==> config.mk <==
export PLATFORM = sky130hd
export DESIGN_NAME = apb_master_arb
export DESIGN_NICKNAME = d
export VERILOG_FILES = /design/src/rtl/apb_arb_pkg.sv /design/src/rtl/apb_master_arb_rr_arbiter.sv /design/src/rtl/apb_master_arb.sv
export SDC_FILE = /design/constraint.sdc
export NUM_CORES = 1
export LEC_CHECK = 0
export CORE_ASPECT_RATIO = 0.7
export CORE_UTILIZATION = 39
export DETAILED_ROUTE_END_ITERATION = 12
export GPL_ROUTABILITY_DRIVEN = 0
export GPL_TIMING_DRIVEN = 1
export PLACE_DENSITY_LB_ADDON = 0.3
export RECOVER_POWER = 25
export SYNTH_ARGS = -nofsm -noshare
export SYNTH_HDL_FRONTEND = slang
export SYNTH_HIERARCHICAL = 1
export SYNTH_SLANG_ARGS = --single-unit
==> constraint.sdc <==
create_clock -name PCLK -period 3.3 [get_ports PCLK]
set_input_delay 0.33 -clock PCLK [delete_from_list [all_inputs] [get_ports PCLK]]
set_output_delay 0.33 -clock PCLK [all_outputs]
set_load 0.005 [all_outputs]
==> src/rtl/apb_arb_pkg.sv <==
// Shared types and constants for the APB master arbiter.
// No logic of its own.
package apb_arb_pkg;

    typedef enum logic [1:0] {
        IDLE   = 2'd0,
        SETUP  = 2'd1,
        ACCESS = 2'd2
    } apb_state_t;

    localparam int PPROT_W = 3;

endpackage

==> src/rtl/apb_master_arb_rr_arbiter.sv <==
// Purpose: round-robin find of the first set request at or after ptr.
// Latency: purely combinational.
// Backpressure: none; the caller decides when a grant is taken.
module rr_arbiter #(
    parameter  int REQUESTERS = 4,
    localparam int IDX_W      = $clog2(REQUESTERS)
) (
    input  logic [REQUESTERS-1:0] req,
    input  logic [IDX_W-1:0]      ptr,
    output logic [REQUESTERS-1:0] grant,
    output logic [IDX_W-1:0]      idx,
    output logic                  vld
);

    logic [2*REQUESTERS-1:0] dbl;
    logic [REQUESTERS-1:0]   rot;
    logic [IDX_W:0]          sum;

    always_comb begin
        dbl   = {req, req} >> ptr;
        rot   = dbl[REQUESTERS-1:0];
        vld   = |req;
        sum   = '0;
        idx   = '0;
        grant = '0;
        // rot[k] is requester (ptr+k) mod N; the lowest set k wins
        for (int k = REQUESTERS - 1; k >= 0; k--) begin
            if (rot[k]) begin
                sum = {1'b0, ptr} + (IDX_W+1)'(k);
            end
        end
        if (sum >= (IDX_W+1)'(REQUESTERS)) begin
            sum = sum - (IDX_W+1)'(REQUESTERS);
        end
        idx        = sum[IDX_W-1:0];
        grant[idx] = vld;
    end

endmodule

==> src/rtl/apb_master_arb.sv <==
// Purpose: shares one APB4 master port between REQUESTERS ports, round-robin.
// Latency: req -> PSEL 1 cycle, PENABLE 2, ack_o 3 with zero wait states.
// Backpressure: PREADY low stretches ACCESS; requesters hold req_i until ack_o.
module apb_master_arb
    import apb_arb_pkg::*;
#(
    parameter int PADDR_SIZE = 8,
    parameter int PDATA_SIZE = 8,
    parameter int REQUESTERS = 4
) (
    input  logic                                     PCLK,
    input  logic                                     PRESETn,
    input  logic [REQUESTERS-1:0]                    req_i,
    input  logic [REQUESTERS-1:0][PADDR_SIZE-1:0]    req_addr_i,
    input  logic [REQUESTERS-1:0]                    req_write_i,
    input  logic [REQUESTERS-1:0][PDATA_SIZE-1:0]    req_wdata_i,
    input  logic [REQUESTERS-1:0][PDATA_SIZE/8-1:0]  req_strb_i,
    input  logic [REQUESTERS-1:0][PPROT_W-1:0]       req_prot_i,
    output logic [REQUESTERS-1:0]                    ack_o,
    output logic [PDATA_SIZE-1:0]                    rdata_o,
    output logic                                     err_o,
    output logic                                     PSEL,
    output logic                                     PENABLE,
    output logic [PADDR_SIZE-1:0]                    PADDR,
    output logic                                     PWRITE,
    output logic [PDATA_SIZE-1:0]                    PWDATA,
    output logic [PDATA_SIZE/8-1:0]                  PSTRB,
    output logic [PPROT_W-1:0]                       PPROT,
    input  logic [PDATA_SIZE-1:0]                    PRDATA,
    input  logic                                     PREADY,
    input  logic                                     PSLVERR
);

    localparam int IDX_W = $clog2(REQUESTERS);

    apb_state_t             state, state_nxt;
    logic [IDX_W-1:0]       ptr;
    logic [IDX_W-1:0]       arb_idx;
    logic [REQUESTERS-1:0]  gnt_oh;
    logic [REQUESTERS-1:0]  arb_req;
    logic [REQUESTERS-1:0]  arb_grant;
    logic                   arb_vld;
    logic                   done;
    logic                   load;

    assign done = (state == ACCESS) && PREADY;

    // The requester just served (or being acked) must not win again on a stale req_i
    assign arb_req = req_i & ~ack_o & ~(done ? gnt_oh : '0);
    assign load    = arb_vld && ((state == IDLE) || done);

    rr_arbiter #(
        .REQUESTERS (REQUESTERS)
    ) u_rr (
        .req   (arb_req),
        .ptr   (ptr),
        .grant (arb_grant),
        .idx   (arb_idx),
        .vld   (arb_vld)
    );

    always_ff @(posedge PCLK or negedge PRESETn) begin
        if (!PRESETn) begin
            state <= IDLE;
        end else begin
            state <= state_nxt;
        end
    end

    always_comb begin
        state_nxt = state;
        case (state)
            IDLE:    if (load) state_nxt = SETUP;
            SETUP:   state_nxt = ACCESS;
            ACCESS:  if (done) state_nxt = load ? SETUP : IDLE;
            default: state_nxt = IDLE;
        endcase
    end

    always_comb begin
        PSEL    = (state != IDLE);
        PENABLE = (state == ACCESS);
    end

    always_ff @(posedge PCLK or negedge PRESETn) begin
        if (!PRESETn) begin
            ptr     <= '0;
            gnt_oh  <= '0;
            PADDR   <= '0;
            PWRITE  <= 1'b0;
            PWDATA  <= '0;
            PSTRB   <= '0;
            PPROT   <= '0;
            ack_o   <= '0;
            rdata_o <= '0;
            err_o   <= 1'b0;
        end else begin
            ack_o <= '0;
            if (load) begin
                gnt_oh <= arb_grant;
                PADDR  <= req_addr_i[arb_idx];
                PWRITE <= req_write_i[arb_idx];
                PWDATA <= req_wdata_i[arb_idx];
                PSTRB  <= req_strb_i[arb_idx];
                PPROT  <= req_prot_i[arb_idx];
                ptr    <= (arb_idx == IDX_W'(REQUESTERS - 1)) ? '0 : arb_idx + 1'b1;
            end
            if (done) begin
                ack_o   <= gnt_oh;
                rdata_o <= PWRITE ? '0 : PRDATA;
                err_o   <= PSLVERR;
            end
        end
    end

endmodule
==> impl_metrics.csv, run 1 <==
group,metric,value,unit
status,outcome,"complete, but fails checks",
status,violations,"capacitance limit, slew limit",
power,power.combinational.fraction,57.3,%
worst_setup_path,path_max_fanout,23,
timing,finalCriticalPeriod,2.91,ns
finish,post_layout_nonfiller_instances,393,
global_routing,largest_net_degree_at_the_start_of_global_routing,43,
clocking,tritoncts.num_buffers,5,
finish,layout-drive-gt1-share,21.7,%
floorplanning,boundaryPins,136,
clocking,cts_hold_repair.buffers,0,
min_path,class_of_the_tightest_hold_or_removal_check,"register to register",
placed_design,dpl-instance-area,3880,µm²
route,wl_per_cell,14.9,µm
clocking,clk_path_buf_depth,2,
timing,min_period_over_period,88.2,%
worst_setup_path,startpoint,"PREADY",
global_routing,all_layer_global_routing_usage,18.5,%
route,drt_wl_total,5870,µm
route,vias_post_dr,1910,
power,power_frac_seq,29.9,%
timing,fmaxAchievable,344,MHz
clocking,post-cts-setup-buffers,0,
clocking,clk_transition_reported_paths,0.08,ns
floorplanning,floorplan.initialDensity,41.4,%
worst_setup_path,crit_path_end,"PPROT[1]",
timing,setup_violations,0,
worst_setup_path,startpoint_type,"input pin",
worst_setup_path,r2r_setup_slack,0.48,ns
clocking,clk_root_buffer_cell,"clkbuf_8",
global_routing,grt.overflow.total,0,
placed_design,placement.io_buffers,135,
global_routing,global_route_wire_length_before_repair,9040,µm
logic_synthesis,number_of_instances_in_the_synthesized_netlist,176,
global_routing,grt_pass1_vias,1931,
route,postRouteAntennaNets,0,
logic_synthesis,ys.warnings.count,6,
worst_setup_path,cp_data_required_time,3.48,ns
finish,final_antenna_diode_count,0,
worst_setup_path,worst-setup-path-type,"input pin to register",
logic_synthesis,seq_area_frac_synth,43.5,%
clocking,cts_max_level,2,
timing,maximum_clock_skew_at_final_layout,0.00645,ns
power,power.total,0.00310,W
route,detail_route.vias_per_cell,4.86,
logic_synthesis,post_syn_area,2420,µm²
floorplanning,core.rowCount,23,
route,drc,0,
route,drt_first_iter_violations,58,
placed_design,placed_cells,385,
route,drtPass1Iterations,4,
logic_synthesis,syn_area_cell,13.7,µm²
floorplanning,die_x,96.1,µm
worst_setup_path,cp-end-kind,"register",
timing,tightest_slew,2.17,ns
power,p_per_area,777,nW/µm²
timing,unrepaired_setup_endpoints_after_global_routing,"false",
finish,post-route-cell-area,3990,µm²
clocking,post_cts_resized,0,
logic_synthesis,synth.lib_cells_used.distinct,30,
power,netSwitchingFraction,30.1,%
power,ir_drop,335,µV
power,power_frac_clock,12.8,%
power,static_leakage_power,1.69,nW
power,cell_internal_power_dissipation,0.00216,W
worst_setup_path,crit_arrival,3.09,ns
placed_design,dp_hpwl,4600,µm
logic_synthesis,synth_seq_cells,42,
timing,final_hold_viol_count,0,
logic_synthesis,post_synth_main_area_contributors,"dfrtp_1 44%, mux4_2 18%, mux2_4 13%",
clocking,clock_latency,0.29,ns
finish,area.growth.synth_to_final,65.1,%
power,power_spent_charging_and_discharging_nets,0.000934,W
worst_setup_path,reg2reg_from,"state[0]",
worst_setup_path,crit-reg2reg-capture,"PPROT[1]",
clocking,cts_tree,"yes",
flow_run,max_cap_violations,1,
timing,timing.max_slew.rel_slack,-44.4,%
timing,slew_viol_final,43,
clocking,numClockSinks,42,
logic_synthesis,largest_area_contributor_in_the_synthesized_netlist,"dfrtp_1",
worst_setup_path,ff2ff_path_depth,10,
floorplanning,floorplan_die_area,6520,µm²
floorplanning,core-area,5840,µm²
global_routing,grt_antenna_before_repair,0,
logic_synthesis,netlist.area_leader.share,43.5,%
timing,worst_hold_slack,0.477,ns
logic_synthesis,synth_fp_nets,277,
timing,setup_tns,0,ns
floorplanning,die_height,67.9,µm
finish,design.final.nets,418,
==> worst min-delay path by stage <==
stage	startpoint	endpoint	slack [ns]	depth (start not counted)
floorplan	PRESETn	PADDR[0]	0.03	0
global placement	rdata_o[4]	rdata_o[4]	0.45	2
detailed placement	rdata_o[7]	rdata_o[7]	0.46	2
CTS	PRESETn	err_o	0.20	1
global route	rdata_o[7]	rdata_o[7]	0.51	2
finish	rdata_o[7]	rdata_o[7]	0.48	2
==> routing by layer <==
layer,global-route usage [%],part of all wire [%]
met2,28.5,47
met5,0,0
met3,6.00,7.7
met4,4.48,0.43
met1,25.5,45
==> cell usage in the layout, fill, tap and decap left out, drive strengths merged <==
| master | n |
|---|---|
| nor2 | 6 |
| clkdlybuf4s50 | 134 |
| clkbuf | 6 |
| mux4 | 21 |
| nand2b | 5 |
| nor2b | 2 |
| bufinv | 1 |
| clkinv | 2 |
| o21ai | 3 |
| and2 | 4 |
| ha | 1 |
| nor3 | 3 |
| mux2 | 27 |
| and3 | 1 |
| or2 | 1 |
| a221oi | 1 |
| a211oi | 2 |
| a311oi | 1 |
| inv | 6 |
| a21oi | 6 |
| nand3b | 9 |
| and3b | 1 |
| buf | 8 |
| dfrtp | 42 |
| nand2 | 21 |
| nor3b | 4 |
==> logic make-up (layout without fill, tap and decap cells) <==
kind of cell | count (synthesis) | in the layout | synth area share, %
buffers and inverters | 15 | 157 | 3.88
DFF | 42 | 42 | 43.5
muxes | 48 | 48 | 35.7
and+or+nand+nor | 57 | 57 | 12.8
adders and majority gates | 1 | 1 | 0.518
AOI/OAI and AO/OA | 13 | 13 | 3.57
==> worst max-delay path, cell delays in order <==
cell and delay [ns]:
clkdlybuf4s50_1 0.45, and3b_1 0.26, and2_1 0.19, nor3b_1 0.17
buf_4 0.17, o21ai_1 0.11, a211oi_4 0.30, buf_12 0.24
mux4_1 0.58, mux2_2 0.28
==> cell type report <==
type / count / area [µm²]
clock buffer: 5 / 68.8
clock inverter: 3 / 40.0
fill: 436 / 1850
inverter: 6 / 22.5
multi-input combinational: 119 / 1280
sequential: 42 / 1050
tap: 75 / 93.8
timing repair buffer: 143 / 1430
==> synthesized netlist by cell type <==
master,instances
dfrtp_1,42
mux2_4,21
nand2_1,21
mux4_2,19
nand3b_1,9
inv_1,6
mux2_2,6
nor2_1,6
a21oi_1,5
and2_1,4
buf_6,4
nor3b_1,4
clkbuf_1,3
nand2b_1,3
nor3_1,3
buf_4,2
mux4_1,2
nand2b_2,2
nor2b_1,2
o21ai_0,2
a211oi_1,1
a211oi_2,1
a21oi_2,1
a221oi_1,1
a311oi_1,1
and3_1,1
and3b_1,1
ha_1,1
o21ai_1,1
or2_2,1
==> stage by stage <==
| stage | setup WS [ns] | utilization, % |
|---|---|---|
| floorplan | 0.343 | - |
| detailed placement | 0.0971 | 66.5 |
| global route | 0.285 | 68.3 |
| finish | 0.389 | 68.3 |
| CTS | 0.389 | 68.3 |
| global placement | 0.164 | 66.5 |
==> registers in the layout, indices dropped and copies added, names as in the netlist <==
name and flops:
PADDR 8, PWDATA 8, rdata_o 8, ack_o 4, gnt_oh 4, PPROT 3, ptr 2, state 2
PSTRB 1, PWRITE 1, err_o 1
==> power by group through the flow <==
stage	clock, W	combinational (W)	sequential [W]
after CTS	0.000405	0.00180	0.000929
after floorplan	0	0.00111	0.000900
final	0.000396	0.00178	0.000926
after global routing	0.000426	0.00191	0.000961
after global placement	0	0.00177	0.000930
after detailed placement	0	0.00180	0.000927
(Power assumes the default switching activity.)
==> run 2: changes to the inputs <==
--- a/config.mk
+++ b/config.mk
@@ -5,8 +5,9 @@
 export SDC_FILE = /design/constraint.sdc
 export NUM_CORES = 1
 export LEC_CHECK = 0
+export ABC_AREA = 1
 export CORE_ASPECT_RATIO = 0.7
-export CORE_UTILIZATION = 39
+export CORE_UTILIZATION = 42
 export DETAILED_ROUTE_END_ITERATION = 12
 export GPL_ROUTABILITY_DRIVEN = 0
 export GPL_TIMING_DRIVEN = 1
==> impl_metrics.csv, run 2 <==
group,metric,value,unit
route,drc,0,
finish,final_cell_mix,"236 x nand2_1, 134 x clkdlybuf4s50_1, 107 x inv_1, 46 x nand3_1, 42 x dfrtp_1",
timing,fmaxAchievable,355,MHz
power,ir_drop,738,µV
min_path,hold_path_depth,2,
worst_setup_path,crit-reg2reg-capture,"PADDR[4]",
clocking,cts_max_level,2,
logic_synthesis,async_flop_share,100,%
finish,final_antenna_diode_count,0,
logic_synthesis,most_frequent_cell_after_synthesis,"nand2_1",
finish,post_layout_nonfiller_instances,720,
timing,slew_viol_final,43,
power,p_per_area,908,nW/µm²
route,drt_wl_total,8140,µm
worst_setup_path,crit_arrival,3.00,ns
clocking,clock_latency,0.30,ns
timing,tightest_slew,2.22,ns
floorplanning,die_height,72.3,µm
logic_synthesis,seq_area_frac_synth,35.4,%
route,postRouteAntennaNets,0,
route,vias_post_dr,3287,
timing,worst_hold_slack,0.480,ns
clocking,post_cts_resized,0,
clocking,post-cts-setup-buffers,0,
global_routing,all_layer_global_routing_usage,23.2,%
worst_setup_path,r2r_setup_slack,0.60,ns
clocking,clk_root_buffer_cell,"clkbuf_8",
worst_setup_path,ff2ff_path_depth,18,
timing,setup_tns,0,ns
timing,timing.max_slew.rel_slack,-48.0,%
timing,final_hold_viol_count,0,
power,static_leakage_power,2.52,nW
logic_synthesis,synth_ff_type,"dfrtp_1",
clocking,clk_path_buf_depth,2,
logic_synthesis,synth_seq_cells,42,
floorplanning,die_x,102,µm
finish,layout-drive-gt1-share,4.79,%
route,drt_first_iter_violations,147,
logic_synthesis,post_synth_main_area_contributors,"dfrtp_1 35%, nand2_1 30%, inv_1 14%",
finish,leading_cell_type_in_the_layout_fill_and_taps_excluded,"nand2_1",
global_routing,grt_pass1_vias,3128,
clocking,cts_hold_repair.buffers,0,
worst_setup_path,path_max_fanout,42,
clocking,clk_transition_reported_paths,0.09,ns
clocking,cts_tree,"yes",
finish,post-route-cell-area,4440,µm²
floorplanning,floorplan_die_area,7420,µm²
route,drtPass1Iterations,4,
route,detail_route.vias_per_cell,4.57,
worst_setup_path,crit_path_cell_trace,"clkdlybuf4s50_1 > nand2_1 > o21ai_0 > inv_1 > inv_1 > nand2_1 > nand3_2 > nand2_1 > inv_1 > nand3_1 > nand2_2 > inv_1 > inv_2 > nand2_1 > nand3_1 > nand2_1 > nand2_1 > nand2_1",
floorplanning,floorplan.initialDensity,43.7,%
placed_design,placed_cells,712,
logic_synthesis,synthTopCellsByCount,"236 x nand2_1, 107 x inv_1, 46 x nand3_1, 42 x dfrtp_1, 14 x o21ai_0",
placed_design,dp_hpwl,5990,µm
logic_synthesis,ys.warnings.count,6,
floorplanning,core-area,6790,µm²
timing,setup_violations,0,
worst_setup_path,slowest_delay,0.61,ns
floorplanning,core.rowCount,25,
logic_synthesis,number_of_instances_in_the_synthesized_netlist,499,
logic_synthesis,largest_area_contributor_in_the_synthesized_netlist,"dfrtp_1",
clocking,tritoncts.num_buffers,5,
logic_synthesis,synth_enable_flop_cells,0,
global_routing,global_route_wire_length_before_repair,13700,µm
global_routing,grt_antenna_before_repair,0,
floorplanning,boundaryPins,136,
global_routing,grt.overflow.total,0,
clocking,numClockSinks,42,
timing,min_period_over_period,85.2,%
timing,unrepaired_setup_endpoints_after_global_routing,"false",
placed_design,dpl-instance-area,4350,µm²
route,wl_per_cell,11.3,µm
flow_run,max_cap_violations,1,
logic_synthesis,syn_area_cell,5.95,µm²
logic_synthesis,post_syn_area,2970,µm²
min_path,min-delay-start,"gnt_oh[2]",
placed_design,placement.io_buffers,135,
finish,utilization,65.4,%
global_routing,largest_net_degree_at_the_start_of_global_routing,45,
worst_setup_path,cpMostUsedCell,"nand2_1",
worst_setup_path,cp-end-kind,"register",
min_path,holdPathEnd,"gnt_oh[2]",
status,violations,"capacitance limit, slew limit",
worst_setup_path,worst-setup-path-type,"input pin to register",
worst_setup_path,reg2reg_from,"state[0]",
logic_synthesis,synth_fp_nets,600,
status,outcome,"complete, but fails checks",
timing,maximum_clock_skew_at_final_layout,0.0109,ns
finish,largestRegisters,"PADDR x8, PWDATA x8, rdata_o x8",
finish,design.final.nets,726,
worst_setup_path,timing.critical_path.slowest_stage_cell,"clkdlybuf4s50_1",
min_path,class_of_the_tightest_hold_or_removal_check,"register to register",
timing,finalCriticalPeriod,2.81,ns
logic_synthesis,netlist.area_leader.share,35.4,%
worst_setup_path,cp_data_required_time,3.49,ns
logic_synthesis,synth.lib_cells_used.distinct,23,
worst_setup_path,startpoint_type,"input pin",
finish,area.growth.synth_to_final,49.6,%
run 2: final cells by class:
cell class	count	area, µm²
Clock buffer	5	68.8
Clock inverter	3	23.8
Fill cell	632	2350
Inverter	112	420
Multi-Input combinational cell	326	1390
Sequential cell	42	1050
Tap cell	94	118
Timing Repair Buffer	138	1370
run 2: through the flow:
stage | setup slack, ns | power (W)
2_1_floorplan | 1.10 | 0.00283
6_report | 0.487 | 0.00403
3_3_place_gp | 0.350 | 0.00362
4_1_cts | 0.506 | 0.00406
5_1_grt | 0.0159 | 0.00453
3_5_place_dp | 0.207 | 0.00370
run 2: routing by layer:
| layer | track usage [%] | wire length, µm | up-vias |
|---|---|---|---|
| met1 | 29.8 | 3630 | 1475 |
| li1 | - | - | 1698 |
| met5 | 0 | 0 | - |
| met2 | 40.1 | 3770 | 102 |
| met3 | 4.82 | 623 | 12 |
| met4 | 5.71 | 115 | 0 |
run 2: cells by family after synthesis:
| logic type | Yosys count | share of synthesized area, % |
|---|---|---|
| AO/OA/AOI/OAI | 18 | 3.71 |
| flip-flops | 42 | 35.4 |
| buffers and inverters | 131 | 17.7 |
| adder cells (fa/ha/maj) | 1 | 0.421 |
| AND/OR/NAND/NOR | 307 | 42.8 |
run 2: worst max path at each step:
| stage | endpoint | slack, ns | from |
|---|---|---|---|
| final | PADDR[4] | 0.49 | PREADY |
| after floorplan | PPROT[2] | 1.10 | state[0] |
| after detailed placement | PSTRB | 0.21 | PREADY |
| after CTS | PSTRB | 0.51 | PREADY |
| after global routing | PSTRB | 0.02 | PREADY |
| after global placement | PSTRB | 0.35 | PREADY |
run 2: power breakdown:
group          switching [W]  total (W)  internal [W]  leakage [nW]
sequential          0.000160   0.000909      0.000749         0.531
combinational        0.00165    0.00278       0.00113          1.95
clock               0.000191   0.000343      0.000151        0.0408
total                0.00200    0.00403       0.00203          2.52
run 2: critical path: cells and delay by family:
kind                   cells  cell delay [ns]
buffers and inverters      6             1.42
AND/OR/NAND/NOR           11             1.08
AO/OA/AOI/OAI              1             0.18
==> run 3: changes to the inputs <==
--- a/config.mk
+++ b/config.mk
@@ -11,6 +11,7 @@
 export DETAILED_ROUTE_END_ITERATION = 12
 export GPL_ROUTABILITY_DRIVEN = 0
 export GPL_TIMING_DRIVEN = 1
+export MAX_ROUTING_LAYER = met4
 export PLACE_DENSITY_LB_ADDON = 0.3
 export RECOVER_POWER = 25
 export SYNTH_ARGS = -nofsm -noshare
==> impl_metrics.csv, run 3 (synthesis gave the netlist of run 2 again) <==
group,metric,value,unit
finish,final_cell_mix,"236 x nand2_1, 134 x clkdlybuf4s50_1, 107 x inv_1, 46 x nand3_1, 42 x dfrtp_1",
worst_setup_path,worst_path_top_cell_family_by_delay,"buffers and inverters",
route,drc,0,
min_path,class_of_the_tightest_hold_or_removal_check,"register to register",
power,static_leakage_power,2.52,nW
clocking,tritoncts.num_buffers,5,
timing,finalCriticalPeriod,2.83,ns
clocking,clk_root_buffer_cell,"clkbuf_8",
timing,fmaxAchievable,353,MHz
worst_setup_path,crit_arrival,3.02,ns
global_routing,global_route_wire_length_before_repair,13700,µm
status,outcome,"complete, but fails checks",
finish,largestRegisters,"PADDR x8, PWDATA x8, rdata_o x8",
worst_setup_path,startpoint_type,"input pin",
finish,fill_cell_instance_count_of_the_final_layout,632,
worst_setup_path,path_max_fanout,42,
clocking,cts_max_level,2,
route,vias_post_dr,3283,
timing,tightest_slew,2.21,ns
worst_setup_path,reg2reg_from,"state[0]",
timing,final_hold_viol_count,0,
floorplanning,floorplan_die_area,7420,µm²
worst_setup_path,worst-setup-path-type,"input pin to register",
finish,design.final.nets,726,
placed_design,dp_hpwl,5990,µm
timing,maximum_clock_skew_at_final_layout,0.0112,ns
min_path,min-delay-start,"gnt_oh[2]",
timing,setup_tns,0,ns
clocking,post_cts_resized,0,
floorplanning,boundaryPins,136,
route,drtPass1Iterations,4,
worst_setup_path,r2r_setup_slack,0.58,ns
min_path,hold_path_depth,2,
flow_run,max_cap_violations,1,
finish,seqCellArea,1050,µm²
clocking,post-cts-setup-buffers,0,
status,violations,"capacitance limit, slew limit",
finish,area.growth.synth_to_final,49.6,%
worst_setup_path,critical_path_buffers_and_inverters,6,
finish,utilization,65.4,%
finish,layout-drive-gt1-share,4.79,%
clocking,cts_hold_repair.buffers,0,
worst_setup_path,cp_data_required_time,3.49,ns
timing,worst_hold_slack,0.479,ns
power,ir_drop,741,µV
timing,slew_viol_final,43,
route,postRouteAntennaNets,0,
floorplanning,core-area,6790,µm²
worst_setup_path,crit_path_cell_trace,"clkdlybuf4s50_1 > nand2_1 > o21ai_0 > inv_1 > inv_1 > nand2_1 > nand3_2 > nand2_1 > inv_1 > nand3_1 > nand2_2 > inv_1 > inv_2 > nand2_1 > nand3_1 > nand2_1 > nand2_1 > nand2_1",
timing,unrepaired_setup_endpoints_after_global_routing,"false",
clocking,clock_latency,0.30,ns
finish,multi_input_area,1390,µm²
finish,post_layout_nonfiller_instances,720,
route,wl_per_cell,11.3,µm
placed_design,placed_cells,712,
route,drt_wl_total,8130,µm
worst_setup_path,timing.critical_path.slowest_stage_cell,"clkdlybuf4s50_1",
worst_setup_path,cpMostUsedCell,"nand2_1",
clocking,clk_path_buf_depth,2,
global_routing,largest_net_degree_at_the_start_of_global_routing,45,
clocking,cts_tree,"yes",
route,drt_first_iter_violations,149,
worst_setup_path,slowest_delay,0.61,ns
floorplanning,die_height,72.3,µm
floorplanning,core.rowCount,25,
finish,final_antenna_diode_count,0,
timing,timing.max_slew.rel_slack,-47.3,%
min_path,holdPathEnd,"gnt_oh[2]",
global_routing,grt_pass1_vias,3129,
timing,post-route-worst-setup-slack,0.471,ns
clocking,numClockSinks,42,
global_routing,grt.overflow.total,0,
floorplanning,floorplan.initialDensity,43.7,%
finish,leading_cell_type_in_the_layout_fill_and_taps_excluded,"nand2_1",
timing,min_period_over_period,85.7,%
worst_setup_path,ff2ff_path_depth,18,
worst_setup_path,crit-reg2reg-capture,"PADDR[4]",
placed_design,placement.io_buffers,135,
worst_setup_path,cp-end-kind,"register",
clocking,clk_transition_reported_paths,0.09,ns
timing,setup_violations,0,
power,p_per_area,908,nW/µm²
global_routing,all_layer_global_routing_usage,23.9,%
global_routing,grt_antenna_before_repair,0,
floorplanning,die_x,102,µm
route,detail_route.vias_per_cell,4.56,
placed_design,dp_worst_setup_slack,0.207,ns
run 3: cell counts in the layout (fill, tap and decap cells not counted):
Identical to the previous run, type by type.
run 3: where the power goes:
group | leakage (nW) | switching [W] | internal (W)
clock | 0.0408 | 0.000191 | 0.000151
combinational | 1.95 | 0.00165 | 0.00113
sequential | 0.531 | 0.000160 | 0.000749
run 3: area by class of cell:
| class | count | share of cell area [%] |
|---|---|---|
| Multi-Input combinational cell | 326 | 31.4 |
| Timing Repair Buffer | 138 | 30.8 |
| Sequential cell | 42 | 23.7 |
| Inverter | 112 | 9.46 |
| Tap cell | 94 | 2.65 |
| Clock buffer | 5 | 1.55 |
| Clock inverter | 3 | 0.535 |
run 3: routing by layer:
metal  vias up  track usage [%]  part of all wire, %
li1       1699                -                    -
met1      1471             29.9                   45
met2       101             40.1                   46
met3        12             4.62                  7.4
met4         0             5.71                  1.5
met5         -                -                    0
run 3: per-stage QoR:
stage	power, W	area (µm²)
floorplan	0.00283	2970
global placement	0.00362	4350
detailed placement	0.00370	4350
CTS	0.00406	4440
global route	0.00453	4440
finish	0.00403	4440
run 3: how the worst max path moves through the flow:
stage	end	startpoint	slack (ns)	cells after the start
global placement	PSTRB	PREADY	0.35	18
finish	PADDR[4]	PREADY	0.47	18
global route	PSTRB	PREADY	0.02	18
floorplan	PPROT[2]	state[0]	1.10	20
detailed placement	PSTRB	PREADY	0.21	18
CTS	PSTRB	PREADY	0.51	18
run 3: worst min-delay path, cell delays in order, from the launching register on:
cell and delay [ns]:
dfrtp_1 0.35, nand2_1 0.05, nand2_1 0.05
